### src/rtl/pow_pkg.sv
// Shared types and widths for the exponentiation-unit feeder.
package pow_pkg;

  localparam int unsigned X_W   = 16;
  localparam int unsigned N_W   = 8;
  localparam int unsigned SEQ_W = 8;

  typedef enum logic [1:0] {
    IDLE  = 2'd0,
    START = 2'd1,
    WAIT  = 2'd2
  } feeder_state_t;

  typedef struct packed {
    logic [X_W-1:0] x;
    logic [N_W-1:0] n;
  } pow_req_t;

endpackage

### src/rtl/req_fifo.sv
// Request FIFO: DEPTH entries of pow_req_t, registered full/empty/count.
// Flags come from the registered count, so a push is never accepted into a
// full FIFO even when a pop happens at the same edge.
module req_fifo
  import pow_pkg::*;
#(
  parameter int unsigned DEPTH = 4
)
(
  input  logic                           clk,
  input  logic                           nrst,
  input  logic                           push,
  input  pow_req_t                       wdata,
  input  logic                           pop,
  output pow_req_t                       rdata_c,
  output logic                           full,
  output logic                           empty,
  output logic [$clog2(DEPTH+1)-1:0]     count
);

  localparam int unsigned AW = $clog2(DEPTH);
  localparam int unsigned CW = $clog2(DEPTH+1);

  pow_req_t          mem [DEPTH];
  logic [AW-1:0]     wr_ptr;
  logic [AW-1:0]     rd_ptr;
  logic [CW-1:0]     count_next;
  logic              do_push;
  logic              do_pop;

  assign do_push = push && !full;
  assign do_pop  = pop && !empty;
  assign rdata_c = mem[rd_ptr];

  // Next occupancy; simultaneous push and pop leaves it unchanged.
  always_comb begin
    count_next = count;
    if (do_push && !do_pop) begin
      count_next = count + CW'(1);
    end else if (!do_push && do_pop) begin
      count_next = count - CW'(1);
    end
  end

  // Storage write; contents need no reset because empty gates every read.
  always_ff @(posedge clk) begin
    if (do_push) begin
      mem[wr_ptr] <= wdata;
    end
  end

  // Pointers, count and flags.
  always_ff @(posedge clk or negedge nrst) begin
    if (!nrst) begin
      wr_ptr <= '0;
      rd_ptr <= '0;
      count  <= '0;
      full   <= 1'b0;
      empty  <= 1'b1;
    end else begin
      if (do_push) wr_ptr <= wr_ptr + AW'(1);
      if (do_pop)  rd_ptr <= rd_ptr + AW'(1);
      count <= count_next;
      full  <= (count_next == CW'(DEPTH));
      empty <= (count_next == '0);
    end
  end

endmodule

### src/rtl/pow_feeder.sv
// Feeder for the square-and-multiply unit: queues requests, issues them one
// at a time with a one-cycle start pulse, and captures results into a
// sequence-tagged one-entry output slot.
module pow_feeder
  import pow_pkg::*;
#(
  parameter int unsigned DEPTH = 4
)
(
  input  logic                        clk,
  input  logic                        nrst,
  input  logic                        req_valid,
  output logic                        req_ready,
  input  logic [X_W-1:0]              req_x,
  input  logic [N_W-1:0]              req_n,
  output logic                        pu_start,
  output logic [X_W-1:0]              pu_x,
  output logic [N_W-1:0]              pu_n,
  input  logic                        pu_ready,
  input  logic [X_W-1:0]              pu_out,
  output logic                        res_valid,
  input  logic                        res_ready,
  output logic [X_W-1:0]              res_data,
  output logic [SEQ_W-1:0]            res_seq,
  output logic [$clog2(DEPTH+1)-1:0]  fifo_count
);

  feeder_state_t    state;
  feeder_state_t    state_next;
  pow_req_t         wr_req;
  pow_req_t         head_c;
  logic             full;
  logic             empty;
  logic             push_c;
  logic             issue_c;
  logic             capture_c;
  logic [SEQ_W-1:0] issue_cnt;

  assign wr_req.x  = req_x;
  assign wr_req.n  = req_n;
  assign req_ready = !full;
  assign push_c    = req_valid && !full;

  req_fifo #(.DEPTH(DEPTH)) u_fifo (
    .clk     (clk),
    .nrst    (nrst),
    .push    (push_c),
    .wdata   (wr_req),
    .pop     (issue_c),
    .rdata_c (head_c),
    .full    (full),
    .empty   (empty),
    .count   (fifo_count)
  );

  // State register.
  always_ff @(posedge clk or negedge nrst) begin
    if (!nrst) state <= IDLE;
    else       state <= state_next;
  end

  // Next state plus issue/capture strobes; issuing only into a free slot
  // guarantees the capture in WAIT never overwrites an unread result.
  always_comb begin
    state_next = state;
    issue_c    = 1'b0;
    capture_c  = 1'b0;
    case (state)
      IDLE: begin
        if (!empty && pu_ready && (!res_valid || res_ready)) begin
          issue_c    = 1'b1;
          state_next = START;
        end
      end
      START: state_next = WAIT;
      WAIT: begin
        if (pu_ready) begin
          capture_c  = 1'b1;
          state_next = IDLE;
        end
      end
      default: state_next = IDLE;
    endcase
  end

  // Operand registers and the one-cycle start pulse.
  always_ff @(posedge clk or negedge nrst) begin
    if (!nrst) begin
      pu_start <= 1'b0;
      pu_x     <= '0;
      pu_n     <= '0;
    end else begin
      pu_start <= issue_c;
      if (issue_c) begin
        pu_x <= head_c.x;
        pu_n <= head_c.n;
      end
    end
  end

  // Result slot; a capture takes priority over a drain at the same edge.
  always_ff @(posedge clk or negedge nrst) begin
    if (!nrst) begin
      res_valid <= 1'b0;
      res_data  <= '0;
      res_seq   <= '0;
      issue_cnt <= '0;
    end else if (capture_c) begin
      res_valid <= 1'b1;
      res_data  <= pu_out;
      res_seq   <= issue_cnt;
      issue_cnt <= issue_cnt + SEQ_W'(1);
    end else if (res_ready) begin
      res_valid <= 1'b0;
    end
  end

endmodule
### config.mk
export PLATFORM = sky130hd
export DESIGN_NAME = pow_feeder
export DESIGN_NICKNAME = d
export VERILOG_FILES = /design/src/rtl/pow_pkg.sv /design/src/rtl/req_fifo.sv /design/src/rtl/pow_feeder.sv
export SDC_FILE = /design/constraint.sdc
export NUM_CORES = 1
export LEC_CHECK = 0
export BUFFER_PORTS_ARGS = -buffer_cell sky130_fd_sc_hd__buf_2
export CAP_MARGIN = 20
export CORE_MARGIN = 1.5
export CORE_UTILIZATION = 35
export CTS_CLUSTER_DIAMETER = 150
export DETAILED_ROUTE_END_ITERATION = 10
export HOLD_SLACK_MARGIN = 0.15
export PLACE_DENSITY_LB_ADDON = 0.25
export SLEW_MARGIN = 20
export SYNTH_ARGS = -nofsm -noshare
export SYNTH_HDL_FRONTEND = slang
export SYNTH_SLANG_ARGS = --single-unit
export TNS_END_PERCENT = 1
### constraint.sdc
create_clock -name clk -period 4.1 [get_ports clk]
set_clock_uncertainty 0.15 [all_clocks]
set_input_delay 0.82 -clock clk [delete_from_list [all_inputs] [get_ports clk]]
set_output_delay 0.82 -clock clk [all_outputs]
set_load 0.02 [all_outputs]
==> results by group, run 1 <==
Outcome
  – Status: complete, no violations

Drt
  – Residual DRC: 0
  – Routed Wire Length: 12,200 um
  – Highest routed metal layer: met4
  – Initial DRC Count: 199
  – Routed wire per std cell: 15.9 um
  – Drt first pass iters: 4
  – M1 WL: 5530 um
  – Met2 WL post-DR: 5800 um
  – Number of routed nets with antenna violations: 0
  – Vias per cell: 4.63
  – WL met3: 740 um
  – Via count: 3,552

STA
  – Max transition margin: 30.4%
  – Max Clk Rate: 0.393 GHz
  – Final setup fails: 0
  – Hold WS: 321 ps
  – Period utilisation layout: 62.1%
  – Final min period: 2550 ps
  – Final WS setup: 1550 ps
  – Slew @ Worst Pin: 1040 ps
  – RSZ-0062 raised after global routing: no
  – Final hold violation count: 0
  – Pins Over Slew Limit: 0
  – Total negative slack: 0 ps

Setup path
  – CP dominant cell by count: nand2_1
  – RR Startpoint: u_fifo.empty
  – Worst endpoint required time: 4220 ps
  – Critical Path Slowest Stage Cell: clkinv_1
  – Critical path class: primary input to flop
  – Worst Path Arrival: 2670 ps
  – Worst Path Max Fanout: 29
  – R2R Path End: u_fifo.rd_ptr[1]
  – Slack of the worst reg-to-reg path: 1660 ps
  – Startpoint type of the worst setup path: primary input
  – Worst Path Buf+Inv: 3
  – Crit-path max cell delay: 750 ps
  – Crit-path cells: buf_2 -> nand2b_1 -> nand2_1 -> buf_4 -> clkinv_1 -> nand2_1 -> xnor2_1
  – Crit. End Element: flop
  – Worst Reg-to-Reg Cells: 6
  – CP delay by family, top: buffers and inverters

Clock network
  – Clock transition at path regs: 60 ps
  – H-tree depth: 4
  – Setup bufs post-CTS: 0
  – Worst-Skew Late Latency: 420 ps
  – CTS tree: done
  – CTS Sinks: 165
  – Num CTS Buffers: 17
  – CTS root buf: clkbuf_16
  – Post-CTS Hold Buffers: 0
  – CTS max path bufs: 2
  – Post-CTS sizing: 0

Yosys
  – Predominant post-synthesis flop cell: edfxtp_1
  – Fraction of registers with async set/reset: 41.8%
  – Distinct cells, synth: 35
  – Syn_area_per_cell: 14.9 um^2
  – Post-Synthesis Cell Area: 6280 um^2
  – Post-synth EDFFs: 96
  – Cells after synthesis: 422
  – Syn Nets: 474
  – Post-synthesis xor/xnor area fraction: 1.53%
  – Mux share of post-synthesis cell area: 8.76%
  – Synthesis-stage register bit count: 165
  – Adder-cell share of the synthesized area: 1.39%
  – Synth warn: 0
  – Sequential share of the synthesized area: 73.4%
  – Post-Synth Simple-Gate Area: 12.3%
  – Post-synthesis compound-gate area fraction: 1.14%
  – Largest family of logic cells by synthesized area: simple AND/OR/NAND/NOR gates

Place
  – I/O Buffers: 98
  – DP Worst Slack: 1040 ps
  – Placed Cells: 735
  – DPL Wire Length: 7560 um
  – GP Congestion: 0.751

Power and ir drop
  – PD cells: 769 nW/um^2
  – Static leakage: 3.32 nW
  – Peak ir drop on the vdd network: 0.414 mV

Worst hold path
  – Min-delay src: res_data[8]
  – Worst Hold Class: flop to flop
  – WHS Endpoint: res_data[8]
  – Worst Hold Path Cells: 2

Cells and area
  – # diodes: 0
  – Finished Layout Cells: 767
  – NumNets Final: 581
  – Commonest non-fill, non-tap cell in the layout: nand2_1
  – Commonest cells after routing, fill and taps aside: nand2_1, buf_2, edfxtp_1, dfrtp_1, mux4_2
  – Area grow syn2layout: 22.5%
  – Layout cells sized above 1: 31.2%

Floorplanning
  – Initial Utilization: 36.1%
  – Die ar.: 18,800 um^2
  – Core area: 17,400 um^2
  – Die Y: 137 um
  – Io pins: 99
  – Die Wd: 137 um
  – # rows: 48

Global routing
  – Total track usage: 14.1%
  – Global route overflow: 0
  – First-pass GRT wire length: 19,300 um
  – Initial antenna violation count: 0
  – Number of global-route vias before repair: 3,690
  – Largest net degree at the start of global routing: 70

Job
  – Total of max-cap violations: 0
## final cells by class
class / instances / area (um^2)
well taps: 225 / 282
flip-flops and latches: 165 / 4610
clock buffers: 17 / 425
clock inverters: 15 / 229
multi-input cells: 233 / 1580
inverters: 7 / 26.3
fillers: 1601 / 9720
repair buffers: 105 / 546
## how the worst max path moves through the flow
stage	depth (start not counted)	endpoint	slack [ps]	startpoint
finish	7	u_fifo.rd_ptr[1]	1550	res_ready
global route	7	u_fifo.rd_ptr[1]	1310	res_ready
global placement	7	u_fifo.rd_ptr[1]	1090	res_ready
CTS	7	u_fifo.rd_ptr[1]	1480	res_ready
detailed placement	7	u_fifo.rd_ptr[1]	1040	res_ready
floorplan	3	u_fifo.mem[0][0]	1700	req_valid
## where the power goes
part / switching (mW) / internal, mW
Combinational: 0.939 / 0.665
Clock: 0.689 / 1.05
Sequential: 0.337 / 2.24
## synthesized netlist by cell type, types with 2 or more instances
| cell type | count | area (um^2) |
|---|---|---|
| dfrtp_1 | 68 | 1700 |
| nand4_1 | 3 | 18.8 |
| mux4_2 | 24 | 541 |
| xnor2_1 | 11 | 96.3 |
| and3_1 | 2 | 12.5 |
| buf_2 | 3 | 15.0 |
| inv_1 | 6 | 22.5 |
| and2_1 | 4 | 25.0 |
| clkbuf_1 | 12 | 45.0 |
| ha_1 | 7 | 87.6 |
| nor2_1 | 4 | 15.0 |
| o21ai_0 | 2 | 10.0 |
| nor2b_1 | 2 | 12.5 |
| nor3_2 | 2 | 20.0 |
| nand2b_1 | 3 | 18.8 |
| edfxtp_1 | 96 | 2880 |
| nand2_1 | 154 | 578 |
| buf_1 | 2 | 7.51 |
## sequential cells by signal (all words and copies together) (netlist names)
register       cells
u_fifo.rd_ptr      2
pu_n               8
u_fifo.mem        96
u_fifo.full        1
res_seq            8
res_valid          1
u_fifo.empty       1
u_fifo.wr_ptr      2
u_fifo.count       3
state              2
issue_cnt          8
res_data          16
pu_x              16
pu_start           1
## per-stage QoR
stage / power, mW / utilization (%) / instance area (um^2)
2_1_floorplan: 3.65 / - / 6280
3_3_place_gp: 4.21 / 40.4 / 7040
3_5_place_dp: 4.25 / 40.4 / 7040
4_1_cts: 6.01 / 44.2 / 7700
5_1_grt: 6.27 / 44.2 / 7700
6_report: 5.92 / 44.2 / 7700
## worst min-delay path, cell delays in order (launching register included)
cell     delay [ps]
dfrtp_1         330
nand2_1          50
nand2_1          60
## logic make-up (layout without fill, tap and decap cells)
group	Yosys count	after routing
AND/OR/NAND/NOR	181	181
flip-flops	165	165
multiplexers	25	25
XOR/XNOR	11	11
adder cells (fa/ha/maj)	7	7
buffers and inverters	24	144
AO/OA/AOI/OAI	9	9
## per-layer routing
metal	track usage, %	vias up
li1	-	1694
met1	17.7	1735
met2	23.4	111
met3	3.74	12
met4	5.15	0
met5	0	-
No activity file was read; power rests on OpenSTA's default activity.
==> run 2: changes to the inputs <==
==> constraint.sdc (replaced) <==
create_clock -name clk -period 2.2 [get_ports clk]
set_clock_uncertainty 0.15 [all_clocks]
set_input_delay 0.44 -clock clk [delete_from_list [all_inputs] [get_ports clk]]
set_output_delay 0.44 -clock clk [all_outputs]
set_load 0.02 [all_outputs]
==> run 2 against run 1 <==
  * Clock-buffer cell count unchanged
  * Die area unchanged
  * Largest cell class unchanged
  * Global-route usage rose by 0.56 points
  * Design area increased by 6.1%
  * Critical endpoint is now u_fifo.full
  * Cell count grew 6.4%
  * Sequential cell count did not move
==> results by group, run 2 (synthesis results as in run 1) <==
Outcome
  – Status: complete, no violations

Setup path
  – Worst setup endpoint: u_fifo.full
  – RR Startpoint: state[0]
  – Startpoint type of the worst setup path: flop
  – Worst endpoint required time: 2380 ps
  – Crit-path max cell delay: 540 ps
  – Slack of the worst reg-to-reg path: 280 ps
  – Crit. End Element: flop
  – R2R Path End: u_fifo.full
  – Worst Path Arrival: 2110 ps
  – Critical Path Slowest Stage Cell: or4b_4
  – Worst Reg-to-Reg Cells: 4
  – Crit-path cells: or4b_4 -> nor3_2 -> a32oi_1 -> a211oi_2
  – Critical path class: flop to flop
  – Worst Path Max Fanout: 5
  – Setup crit start: state[0]

STA
  – RSZ-0062 raised after global routing: no
  – Final hold violation count: 0
  – Final WS setup: 277 ps
  – Final setup fails: 0
  – Max transition margin: 68.3%
  – Slew @ Worst Pin: 475 ps
  – Period utilisation layout: 87.4%
  – Pins Over Slew Limit: 0
  – Max Clk Rate: 0.520 GHz
  – Total negative slack: 0 ps
  – Final min period: 1920 ps

Place
  – DP Area: 7190 um^2
  – GP Congestion: 0.728
  – DPL Wire Length: 7910 um
  – I/O Buffers: 98
  – DP Worst Slack: 210 ps

Clock network
  – CTS Sinks: 165
  – Post-CTS sizing: 0
  – Num CTS Buffers: 17
  – CTS tree: done
  – H-tree depth: 4
  – CTS root buf: clkbuf_16
  – Worst-Skew Late Latency: 420 ps
  – CTS max path bufs: 2
  – Clock transition at path regs: 60 ps

Cells and area
  – Layout cells sized above 1: 29.9%
  – # diodes: 0
  – Final Util: 46.9%
  – Largest regs: u_fifo.mem (96), pu_x (16), res_data (16)
  – Commonest non-fill, non-tap cell in the layout: nand2_1
  – Largest Register: u_fifo.mem
  – Max reg flops: 96
  – Commonest cells after routing, fill and taps aside: nand2_1, buf_2, edfxtp_1, dfrtp_1, dlygate4sd3_1
  – NumNets Final: 630
  – Area grow syn2layout: 30.0%
  – Post-route cell area: 8160 um^2

Power and ir drop
  – Logic pwr share: 31.5%
  – Net Sw Frac: 34.4%
  – Sw power: 3.71 mW
  – Pint: 7.09 mW
  – Flop pwr share: 42.6%
  – Clk pwr share: 25.9%
  – PD cells: 1320 nW/um^2
  – Peak ir drop on the vdd network: 0.799 mV
  – Static leakage: 3.50 nW

Floorplanning
  – Core area: 17,400 um^2
  – Die Y: 137 um
  – Die ar.: 18,800 um^2
  – Initial Utilization: 36.1%
  – Die Wd: 137 um
  – # rows: 48
  – Io pins: 99

Drt
  – Drt first pass iters: 4
  – Residual DRC: 0
  – Initial DRC Count: 174
  – Routed Wire Length: 12,600 um
  – Routed wire per std cell: 15.5 um
  – Vias per cell: 4.58
  – Via count: 3,735
  – Number of routed nets with antenna violations: 0

Global routing
  – Number of global-route vias before repair: 4,024
  – Global route overflow: 0
  – Largest net degree at the start of global routing: 37
  – Total track usage: 14.6%
  – Initial antenna violation count: 0
  – First-pass GRT wire length: 20,200 um

Worst hold path
  – Worst Hold Class: primary input to flop

Job
  – Total of max-cap violations: 0
[run 2: stage by stage]
stage | std cells | total power [mW] | hold slack, ps
3_5_place_dp | 743 | 8.10 | 287
5_1_grt | 816 | 11.5 | 202
6_report | 816 | 10.8 | 188
3_3_place_gp | 743 | 8.01 | 278
2_1_floorplan | 422 | 6.81 | -5.59
4_1_cts | 816 | 11.0 | 174
[run 2: final cells by class]
| type | count | area, um^2 |
|---|---|---|
| timing repair buffer | 154 | 1100 |
| sequential | 165 | 4610 |
| multi-input combinational | 233 | 1580 |
| tap | 225 | 282 |
| inverter | 7 | 26.3 |
| fill | 1541 | 9250 |
| clock inverter | 15 | 138 |
| clock buffer | 17 | 425 |
[run 2: power groups by stage]
stage	clock [mW]	sequential, mW	combinational (mW)
after floorplan	0	5.08	1.73
after global placement	0	4.65	3.36
after detailed placement	0	4.67	3.43
after CTS	2.87	4.62	3.50
after global routing	2.99	4.71	3.79
final	2.80	4.60	3.41
[run 2: critical path: cells and delay by family (launching register included)]
kind             cells  cell delay [ps]
AO/OA/AOI/OAI        2              440
AND/OR/NAND/NOR      2              820
flip-flops           1              430
[run 2: what timing repair did]
item	in CTS	in global routing
setup buffers	0	0
hold buffers	41	0
endpoints found under the hold margin	144	0
[run 2: worst min path at each step]
stage	from	endpoint	slack, ps	cells past startpoint
2_1_floorplan	nrst	issue_cnt[0]	-6	0
3_3_place_gp	nrst	state[1]	280	1
3_5_place_dp	nrst	res_valid	290	1
4_1_cts	pu_ready	state[1]	170	3
5_1_grt	pu_ready	state[1]	200	3
6_report	pu_ready	state[1]	190	3
[run 2: metal layers]
metal / up-vias / share of wire (%) / wire, um / GRT usage, %
li1: 1793 / - / - / -
met1: 1837 / 43 / 5430 / 17.3
met2: 95 / 51 / 6420 / 25.9
met3: 10 / 5.3 / 670 / 4.22
met4: 0 / 0.83 / 105 / 4.21
met5: - / 0 / 0 / 0
